**config.mk**
```make
export PLATFORM = sky130hd
export DESIGN_NAME = writeback_stage
export DESIGN_NICKNAME = d
export VERILOG_FILES = /design/src/rtl/writeback_stage_pkg.sv /design/src/rtl/writeback_stage_load_align.sv /design/src/rtl/writeback_stage.sv
export SDC_FILE = /design/constraint.sdc
export NUM_CORES = 1
export LEC_CHECK = 0
export BUFFER_PORTS_ARGS = -buffer_cell sky130_fd_sc_hd__buf_4
export CAP_MARGIN = 20
export CORE_MARGIN = 2
export CORE_UTILIZATION = 35
export CTS_BUF_LIST = sky130_fd_sc_hd__clkbuf_16
export DETAILED_ROUTE_END_ITERATION = 16
export PLACE_DENSITY = 0.66
export RECOVER_POWER = 50
export SYNTH_ARGS = -nofsm -noshare
export SYNTH_HDL_FRONTEND = slang
export SYNTH_SLANG_ARGS = --single-unit
```
**constraint.sdc**
```tcl
create_clock -name clk -period 2.82 [get_ports clk]
set_input_delay 0.282 -clock clk [delete_from_list [all_inputs] [get_ports clk]]
set_output_delay 0.282 -clock clk [all_outputs]
set_load 0.01 [all_outputs]
```
**src/rtl/writeback_stage_pkg.sv**
```systemverilog
// Shared definitions for the writeback stage: load funct3 codes and FSM states.
// Latency: n/a (declarations only).
// Backpressure: n/a (declarations only).
package writeback_stage_pkg;

    // RISC-V load funct3 encodings; any other value is treated as a full word.
    localparam logic [2:0] FNC_LB  = 3'd0;
    localparam logic [2:0] FNC_LH  = 3'd1;
    localparam logic [2:0] FNC_LW  = 3'd2;
    localparam logic [2:0] FNC_LBU = 3'd4;
    localparam logic [2:0] FNC_LHU = 3'd5;

    typedef enum logic {
        WB_IDLE      = 1'b0,
        WB_WAIT_LOAD = 1'b1
    } wb_state_t;

endpackage

```
**src/rtl/writeback_stage_load_align.sv**
```systemverilog
// Load aligner: picks the byte/halfword addressed inside a response word and extends it.
// Latency: purely combinational.
// Backpressure: none.
// Ports: i_word (word-aligned memory data), i_addr (byte offset), i_funct3 (width/sign),
//        o_data (aligned, sign/zero-extended result).
module writeback_stage_load_align
    import writeback_stage_pkg::*;
(
    input  logic [31:0] i_word,
    input  logic [1:0]  i_addr,
    input  logic [2:0]  i_funct3,
    output logic [31:0] o_data
);

    logic [7:0]  w_byte;
    logic [15:0] w_half;

    always_comb begin
        w_byte = i_word[7:0];
        case (i_addr)
            2'd0:    w_byte = i_word[7:0];
            2'd1:    w_byte = i_word[15:8];
            2'd2:    w_byte = i_word[23:16];
            default: w_byte = i_word[31:24];
        endcase
    end

    // Misaligned halfwords never trap: addr[0] is simply ignored.
    assign w_half = i_addr[1] ? i_word[31:16] : i_word[15:0];

    always_comb begin
        o_data = i_word;
        case (i_funct3)
            FNC_LB:  o_data = {{24{w_byte[7]}}, w_byte};
            FNC_LBU: o_data = {24'd0, w_byte};
            FNC_LH:  o_data = {{16{w_half[15]}}, w_half};
            FNC_LHU: o_data = {16'd0, w_half};
            FNC_LW:  o_data = i_word;
            default: o_data = i_word;
        endcase
    end

endmodule

```
**src/rtl/writeback_stage.sv**
```systemverilog
// Writeback stage: drives the regfile write port from ALU result, PC+4 or aligned load data.
// Latency: non-load 1 cycle after accept; load 1 cycle after the dmem_valid edge.
// Backpressure: stall_out is high for the whole load wait; the completion edge accepts nothing.
// Ports: clk/rst (sync, active-high); ex_* incoming instruction fields gated by bubble;
//        dmem_rdata/dmem_valid load response; we/wa/wd regfile write; stall_out upstream hold;
//        cycle_cnt/instret CSR counters; tohost CSR shadow (present only with WB_CSR_TOHOST_EN).
// Optional feature macro: WB_CSR_TOHOST_EN.
module writeback_stage
    import writeback_stage_pkg::*;
#(
    parameter int          XLEN         = 32,
    parameter logic [31:0] RESET_TOHOST = 32'd0
) (
    input  logic            clk,
    input  logic            rst,
    input  logic            bubble,
    input  logic [XLEN-1:0] ex_alu_out,
    input  logic [XLEN-1:0] ex_pc,
    input  logic [4:0]      ex_rd,
    input  logic            ex_reg_we,
    input  logic            ex_mem_rr,
    input  logic            ex_is_jump,
    input  logic [2:0]      ex_funct3,
    input  logic            ex_csr_write,
    input  logic [XLEN-1:0] ex_csr_data,
    input  logic [XLEN-1:0] dmem_rdata,
    input  logic            dmem_valid,
    output logic            we,
    output logic [4:0]      wa,
    output logic [XLEN-1:0] wd,
    output logic            stall_out,
    output logic [XLEN-1:0] cycle_cnt,
    output logic [XLEN-1:0] instret
`ifdef WB_CSR_TOHOST_EN
    ,
    output logic [XLEN-1:0] tohost
`endif
);

    wb_state_t       r_state;
    logic [4:0]      r_ld_rd;
    logic [1:0]      r_ld_addr;
    logic [2:0]      r_ld_funct3;
    logic            r_ld_we;

    logic [XLEN-1:0] w_pc_plus4;
    logic [31:0]     w_ld_data;

    assign w_pc_plus4 = ex_pc + XLEN'(4);

    writeback_stage_load_align u_align (
        .i_word   (dmem_rdata),
        .i_addr   (r_ld_addr),
        .i_funct3 (r_ld_funct3),
        .o_data   (w_ld_data)
    );

`ifndef WB_CSR_TOHOST_EN
    // Without the tohost shadow the CSR payload has nowhere to go.
    logic w_unused;
    assign w_unused = ^{ex_csr_data, RESET_TOHOST};
`endif

    always_ff @(posedge clk) begin
        if (rst) begin
            r_state     <= WB_IDLE;
            r_ld_rd     <= 5'd0;
            r_ld_addr   <= 2'd0;
            r_ld_funct3 <= 3'd0;
            r_ld_we     <= 1'b0;
            we          <= 1'b0;
            wa          <= 5'd0;
            wd          <= '0;
            stall_out   <= 1'b0;
            cycle_cnt   <= '0;
            instret     <= '0;
`ifdef WB_CSR_TOHOST_EN
            tohost      <= RESET_TOHOST;
`endif
        end else begin
            cycle_cnt <= cycle_cnt + XLEN'(1);
            // we is a one-cycle pulse; only a retirement raises it.
            we <= 1'b0;
            case (r_state)
                WB_IDLE: begin
                    if (!bubble) begin
                        if (ex_mem_rr) begin
                            r_state     <= WB_WAIT_LOAD;
                            stall_out   <= 1'b1;
                            r_ld_rd     <= ex_rd;
                            r_ld_addr   <= ex_alu_out[1:0];
                            r_ld_funct3 <= ex_funct3;
                            r_ld_we     <= ex_reg_we && (ex_rd != 5'd0);
                        end else begin
                            // CSR writes retire without touching the regfile.
                            we      <= ex_reg_we && (ex_rd != 5'd0) && !ex_csr_write;
                            wa      <= ex_rd;
                            wd      <= ex_is_jump ? w_pc_plus4 : ex_alu_out;
                            instret <= instret + XLEN'(1);
`ifdef WB_CSR_TOHOST_EN
                            if (ex_csr_write) begin
                                tohost <= ex_csr_data;
                            end
`endif
                        end
                    end
                end
                WB_WAIT_LOAD: begin
                    // Completion edge returns to IDLE without accepting a new slot.
                    if (dmem_valid) begin
                        r_state   <= WB_IDLE;
                        stall_out <= 1'b0;
                        we        <= r_ld_we;
                        wa        <= r_ld_rd;
                        wd        <= w_ld_data;
                        instret   <= instret + XLEN'(1);
                    end
                end
                default: begin
                    r_state   <= WB_IDLE;
                    stall_out <= 1'b0;
                end
            endcase
        end
    end

endmodule

```
==> impl_results.md, run 1 <==
* Setup-failing EPs final at 0
* First-pass GRT wire length at 33400 um
* Flop-to-flop setup slack at 0.63 ns
* Post-DR vias/cell at 5.44
* Max Cap Violations at 0
* RSZ-0062 raised after global routing: no
* DP Worst Slack at 0.569 ns
* Slack of the critical path at 0.633 ns
* CP Launch Type: primary input
* Layout cells sized above 1 at 18.5%
* # DRC at 0
* Initial DRT Pass Iterations at 5
* Initial DRC Count at 519
* Setup crit end kind: register
* # IOs at 247
* Global route overflow at 0
* DIE AREA at 0.0196 mm2
* Count of state elements after synthesis at 115
* Die W at 140 um
* Crit path arrival time at 2.50 ns
* Area growth from synthesis to layout at 30.4%
* DIE HEIGHT at 140 um
* Average footprint of a synthesized cell at 7.95 um2
* Sequential area share after synthesis at 35.6%
* Post-Syn Nets at 960
* Fin. max-slew vios at 0
* Crit Path Max Fanout at 57
* # clock sinks at 115
* Netlist cell types at 69
* Row count at 49
* Top-area cell type share of the netlist area at 35.6%
* Pwr/cell area at 518 mW/mm2
* Post-CTS setup buffers at 0
* EDFF count, synth at 0
* Synth async-reset ratio at 0%
* Hold WC Path Type: primary input to register
* CP peak stage delay at 1.01 ns
* Core Area at 0.0180 mm2
* Worst Path Required at 3.13 ns
* N_diodes at 0
* Number of global-route vias before repair at 6260
* GRT Util Overall at 21.3%
* Synthesized area at 0.00646 mm2
* Min Tclk post-route at 2.19 ns
* ANT nets after route at 0
* Mapped Cells at 813
* Largest net degree at the start of global routing at 58
* Main flop type after synthesis: dfxtp_1
* Root Buffer: clkbuf_16
* Final Hold Viols at 0
* Outcome: finished, final reports clean
* Worst vdd ir at 410 uV
* WL per Instance at 17.1 um
* Htree depth at 4
* Worst-path clk slew at 0.06 ns
* Worst-Margin Slew at 1.16 ns
* Worst-case clock buffer depth at 2
* Crit share post-route at 77.6%
* Clock skew at 0.0149 ns
* F_max at 457 MHz
* Leak at 3.00 nW
* Setup CP Type: primary input to register
* Total wire length at 21400 um
* Fin Setup TNS at 0 ns
* Crit-path slowest cell: clkbuf_2
* Initial core utilization at 35.8%
* CP Cell Sequence: clkbuf_1, clkbuf_2, nand2b_1, a21oi_1, a31o_2
* Yosys warnings at 0
* Yosys top cell by area: dfxtp_1
* Nets at 1157
* Rel. slew slack at 22.4%
* CTS Buf Count at 17
* PostCTS Resize Cnt at 0
* Most common cell in the netlist: dfxtp_1
* Top cells by area, synth: dfxtp_1 36%, xnor2_1 7.1%, nor2_1 6.3%
* Port Buffers at 214
* Final Wtd Congestion at 0.879
* Final HPWL DP at 15700 um
* Clock latency on the worst-skew pair at 0.42 ns
* Synth cell count leaders: 115 x dfxtp_1, 108 x nor2_1, 82 x nand2_1
* Via count at 6816
* CTS tree: built
* Hold_buf cts at 0
* Initial antenna violation count at 0
routing by layer:
| layer | vias to the layer above | track usage (%) | wire length, um |
|---|---|---|---|
| met5 | - | 0 | 0 |
| met4 | 0 | 7.58 | 529 |
| met3 | 38 | 4.61 | 1230 |
| met2 | 233 | 33.5 | 9750 |
| met1 | 3219 | 29.0 | 9880 |
| li1 | 3326 | - | - |
layout make-up:
cell class              count  area (um2)
multi-input cells         624        3850
well taps                 229         287
clock buffers              17         425
repair buffers            230        1350
inverters                  22        82.6
clock inverters            15         133
fillers                  1912        9600
flip-flops and latches    115        2300
path summary, 6_finish.rpt:
check | startpoint | depth (start not counted) | to
max | rst | 5 | cycle_cnt[28]
max reg2reg | r_state | 7 | wd[11]
min reg2reg | wd[30] | 2 | wd[30]
min | ex_alu_out[0] | 3 | r_ld_addr[0]
power by group:
| part | switching (mW) | internal [mW] | total (mW) |
|---|---|---|---|
| combinational | 0.336 | 0.257 | 0.593 |
| clock | 0.830 | 1.21 | 2.04 |
| sequential | 0.0445 | 1.69 | 1.73 |
through the flow:
stage	hold WS (ns)	total power, mW	area, um2	utilization, %	cells
2_1_floorplan	0.418	2.06	6460	-	813
3_5_place_dp	0.447	2.39	8250	45.8	1220
6_report	0.117	4.37	8430	46.7	1252
4_1_cts	0.108	4.44	8810	48.9	1252
3_3_place_gp	0.439	2.39	8250	45.8	1220
5_1_grt	0.117	4.54	8430	46.7	1252
cell families (layout without fill, tap and decap cells):
family                   after synthesis  count (layout)  share of synthesized area [%]
AO/OA/AOI/OAI                        152             152                           16.5
XOR/XNOR                              67              67                           9.08
adder cells (fa/ha/maj)                3               3                          0.581
buffers and inverters                 74             284                           4.75
flip-flops                           115             115                           35.6
multiplexers                          18              18                           3.12
AND/OR/NAND/NOR                      384             384                           30.4
worst max-delay path, delay by kind of cell:
kind | cells | cell delay (ns)
simple gates | 1 | 0.21
compound gates | 2 | 0.25
buf+inv | 2 | 1.73
cells in the final DEF, fill, tap and decap left out, types with 6 or more instances in the layout:
| cell | netlist | layout |
|---|---|---|
| a21oi_1 | 36 | 36 |
| nand3_1 | 29 | 29 |
| a22o_1 | 6 | 6 |
| o21ai_0 | 26 | 26 |
| buf_4 | 0 | 128 |
| nand2_1 | 82 | 82 |
| a311oi_1 | 7 | 7 |
| nor4_1 | 23 | 23 |
| and3_1 | 7 | 7 |
| mux2i_1 | 10 | 10 |
| nand2b_1 | 9 | 9 |
| xor2_1 | 15 | 15 |
| mux2_2 | 7 | 7 |
| nor3_1 | 41 | 41 |
| a31oi_1 | 7 | 7 |
| nand4_1 | 16 | 16 |
| and4_1 | 10 | 10 |
| and2_1 | 16 | 15 |
| clkbuf_1 | 37 | 101 |
| clkbuf_16 | 0 | 17 |
| xnor2_1 | 52 | 52 |
| or3_1 | 13 | 13 |
| dfxtp_1 | 115 | 115 |
| a211oi_1 | 9 | 9 |
| inv_1 | 22 | 22 |
| o31a_1 | 9 | 9 |
| nor2_1 | 108 | 108 |
| o221ai_1 | 18 | 18 |
registers in the layout (all words and copies together), names as in the netlist:
name and cells:
stall_out 1, r_state 1, wd 32, wa 5, instret 32, r_ld_we 1
r_ld_addr 2, we 1, r_ld_funct3 3, r_ld_rd 5, cycle_cnt 32
(Power assumes the default switching activity.)
==> run 2, diff against run 1 <==
--- a/config.mk
+++ b/config.mk
@@ -5,13 +5,14 @@
 export SDC_FILE = /design/constraint.sdc
 export NUM_CORES = 1
 export LEC_CHECK = 0
+export ABC_AREA = 1
 export BUFFER_PORTS_ARGS = -buffer_cell sky130_fd_sc_hd__buf_4
 export CAP_MARGIN = 20
 export CORE_MARGIN = 2
 export CORE_UTILIZATION = 35
 export CTS_BUF_LIST = sky130_fd_sc_hd__clkbuf_16
 export DETAILED_ROUTE_END_ITERATION = 16
-export PLACE_DENSITY = 0.66
+export PLACE_DENSITY = 0.67
 export RECOVER_POWER = 50
 export SYNTH_ARGS = -nofsm -noshare
 export SYNTH_HDL_FRONTEND = slang
==> constraint.sdc (replaced) <==
create_clock -name clk -period 1.96 [get_ports clk]
set_input_delay 0.196 -clock clk [delete_from_list [all_inputs] [get_ports clk]]
set_output_delay 0.196 -clock clk [all_outputs]
set_load 0.01 [all_outputs]
==> impl_results.md, run 2 <==
* Post-layout util at 46.3% (-0.47 points)
* Hold EP: we
* Leak at 3.87 nW (+29%)
* Initial DRC Count at 618 (+19%)
* Setup CP Type: register to register
* Initial core utilization at 35.5% (-0.31 points)
* F_max at 570 MHz
* DIE AREA at 0.0225 mm2 (+15%)
* WL per Instance at 15.7 um (-8.1%)
* Post-DR vias/cell at 5.10 (-6.2%)
* GRT Util Overall at 24.3% (+3.0 points)
* Post-CTS setup buffers at 0 (unchanged)
* Commonest non-fill, non-tap cell in the layout: nand2_1
* First-pass GRT wire length at 43300 um (+29%)
* Largest net degree at the start of global routing at 81 (+40%)
* Sequential area share after synthesis at 30.9% (-4.7 points)
* Final Hold Viols at 0 (unchanged)
* Port Buffers at 214 (unchanged)
* Core Area at 0.0210 mm2 (+16%)
* R2R Path Start: r_ld_addr[1]
* R2R depth at 11 (+4)
* Most used cell, CP: nand2_1
* Flop-to-flop setup slack at 0.20 ns (-0.43 ns)
* Yosys warnings at 0 (unchanged)
* Placed inst area at 0.00941 mm2 (+14%)
* Worst-case clock buffer depth at 2 (unchanged)
* Final Wtd Congestion at 0.958 (+9.1%)
* # DRC at 0 (unchanged)
* GR Util met2 at 40.8% (+7.4 points)
* Global route overflow at 0 (unchanged)
* Crit share post-route at 89.6%
* Crit Reg-Reg Endpoint: wd[22]
* Clock latency on the worst-skew pair at 0.42 ns (about the same)
* Row count at 53 (+8.2%)
* Fill cell count at 2335 (+22%)
* N_diodes at 0 (unchanged)
* Max Cap Violations at 0 (unchanged)
* Pwr/cell area at 741 mW/mm2 (+43%)
* Rel. slew slack at 44.6% (+22 points)
* Slack of the critical path at 0.204 ns (-0.428 ns)
* Top cells by area, synth: dfxtp_1 31%, nand2_1 21%, a21oi_1 8.2%
* DP Worst Slack at 0.206 ns (-0.363 ns)
* CTS Buf Count at 17 (unchanged)
* Worst vdd ir at 464 uV (+13%)
* Buf+Inv Stages, Crit Path at 3 (+1)
* Most frequent cells in the layout: 416 x nand2_1, 158 x nor2_1, 133 x buf_4
* CP peak stage delay at 0.37 ns (-0.64 ns)
* DIE HEIGHT at 150 um (+7.1%)
* Met1 Usage GRT at 30.6% (+1.6 points)
* ANT nets after route at 0 (unchanged)
* Number of global-route vias before repair at 8304 (+33%)
* # clock sinks at 115 (unchanged)
* Via count at 8932 (+31%)
* Crit Path Max Fanout at 18 (-68%)
* Outcome: finished, final reports clean
* Crit path arrival time at 2.05 ns (-0.45 ns)
* Htree depth at 4 (unchanged)
* Synthesized area at 0.00744 mm2 (+15%)
* Top delay family on crit path: buffers and inverters
* Crit-path slowest cell: dfxtp_1
* Post-Syn Nets at 1399 (+46%)
* Min Tclk post-route at 1.76 ns
* Fin Setup TNS at 0 ns (unchanged)
* Initial DRT Pass Iterations at 5 (unchanged)
* Busiest grt layer: met2
* Main flop type after synthesis: dfxtp_1
* CP Launch Type: register
* Netlist cell types at 44 (-36%)
* Yosys top cell by area: dfxtp_1
* Worst-Margin Slew at 0.831 ns (-0.333 ns)
* Mapped Cells at 1252 (+54%)
* Nets at 1609 (+39%)
* Worst hold path depth at 3 (unchanged)
* Count of state elements after synthesis at 115 (unchanged)
* Area growth from synthesis to layout at 30.3%
* CP Cell Sequence: inv_2, nand2_1, nand2_1, nor2_1, a21oi_1, nand2_1, inv_2, buf_4, nand2_1, nand2_1, a21oi_1
* Met3 usage at 6.52% (+1.9 points)
* RSZ-0062 raised after global routing: no
* Average footprint of a synthesized cell at 5.95 um2 (-25%)
* CTS tree: built
* Most common cell in the netlist: nand2_1
* Synth async-reset ratio at 0% (unchanged)
* Setup-failing EPs final at 0 (unchanged)
* Worst Path Required at 2.26 ns (-0.87 ns)
* Finished Cell Area at 0.00970 mm2 (+15%)
* Die W at 150 um (+7.1%)
* Worst-path clk slew at 0.06 ns (about the same)
* Layout cells sized above 1 at 13.5% (-5.0 points)
* Fin. max-slew vios at 0 (unchanged)
* Initial antenna violation count at 0 (unchanged)
* Root Buffer: clkbuf_16
* Synth cell count leaders: 416 x nand2_1, 158 x nor2_1, 122 x a21oi_1
* Clock skew at 0.00877 ns (-0.00611 ns)
* Total wire length at 27500 um (+28%)
* Worst hold start: ex_csr_write
* Hold WC Path Type: primary input to register
* EDFF count, synth at 0 (unchanged)
* Final HPWL DP at 20900 um (+34%)
* Setup crit end kind: register
* # IOs at 247 (unchanged)
* Placed Cells at 1718 (+41%)
* Top-area cell type share of the netlist area at 30.9% (-4.7 points)
* Non-filler cells in the finished layout at 1750 (+40%)
* Top Registers: cycle_cnt: 32 flops, instret: 32 flops, wd: 32 flops
==> run 2: cell count changes in the layout (fill, tap and decap cells not counted), moves of 28 or more <==
cell     before  now
nand2_1      82  416
a21oi_1      36  122
inv_1        22  100
o21ai_0      26   85
nor2_1      108  158
xnor2_1      52    7
nand3_1      29   57
==> run 2: layout make-up <==
class	instances	area (um2)	share of cell area (%)
multi-input cells	981	4540	46.8
clock inverters	15	236	2.44
clock buffers	17	425	4.39
flip-flops and latches	115	2300	23.7
well taps	275	344	3.55
inverters	108	407	4.19
repair buffers	239	1450	14.9
==> run 2: logic make-up (layout without fill, tap and decap cells) <==
| logic type | after synthesis | after routing | share of synthesized area [%] |
|---|---|---|---|
| buffers and inverters | 156 | 379 | 8.34 |
| xor gates and xnor gates | 19 | 19 | 2.24 |
| AOI/OAI and AO/OA | 247 | 247 | 17.8 |
| DFF | 115 | 115 | 30.9 |
| adders and majority gates | 3 | 3 | 0.504 |
| and+or+nand+nor | 712 | 712 | 40.2 |
==> run 2: per-stage QoR <==
step	power (mW)	hold slack, ns
after global placement	3.72	0.450
final	7.18	0.0421
after floorplan	3.13	0.345
after global routing	7.45	0.0507
after CTS	7.31	0.0305
after detailed placement	3.72	0.457
==> run 2: per-layer routing <==
layer | vias up | wire (um)
met4 | 0 | 567
met1 | 4049 | 11800
met5 | - | 0
met3 | 34 | 2240
li1 | 4499 | -
met2 | 350 | 12900
==> run 2: worst reg2reg max path: stages, from the launching register on <==
cell and delay (ns):
dfxtp_1 0.37, inv_2 0.27, nand2_1 0.08, nand2_1 0.09, nor2_1 0.06, a21oi_1 0.15
nand2_1 0.08, inv_2 0.18, buf_4 0.19, nand2_1 0.06, nand2_1 0.06, a21oi_1 0.05
==> run 2: worst max path at each step <==
stage / startpoint / depth (start not counted) / end
global route: cycle_cnt[0] / 8 / cycle_cnt[14]
detailed placement: instret[0] / 7 / instret[16]
CTS: instret[0] / 7 / instret[16]
finish: r_ld_addr[1] / 11 / wd[22]
floorplan: cycle_cnt[0] / 8 / cycle_cnt[14]
global placement: instret[0] / 8 / instret[10]
==> run 2: report_power, final <==
group          internal [mW]  switching, mW
registers               2.44         0.0663
logic                  0.420          0.682
clock network           2.38           1.20
total                   5.24           1.95
==> run 2: repair_timing <==
item | 4_1_cts | 5_1_grt
setup endpoints to repair | 0 | 3
resized for setup | 0 | 2
hold buffers | 0 | 0
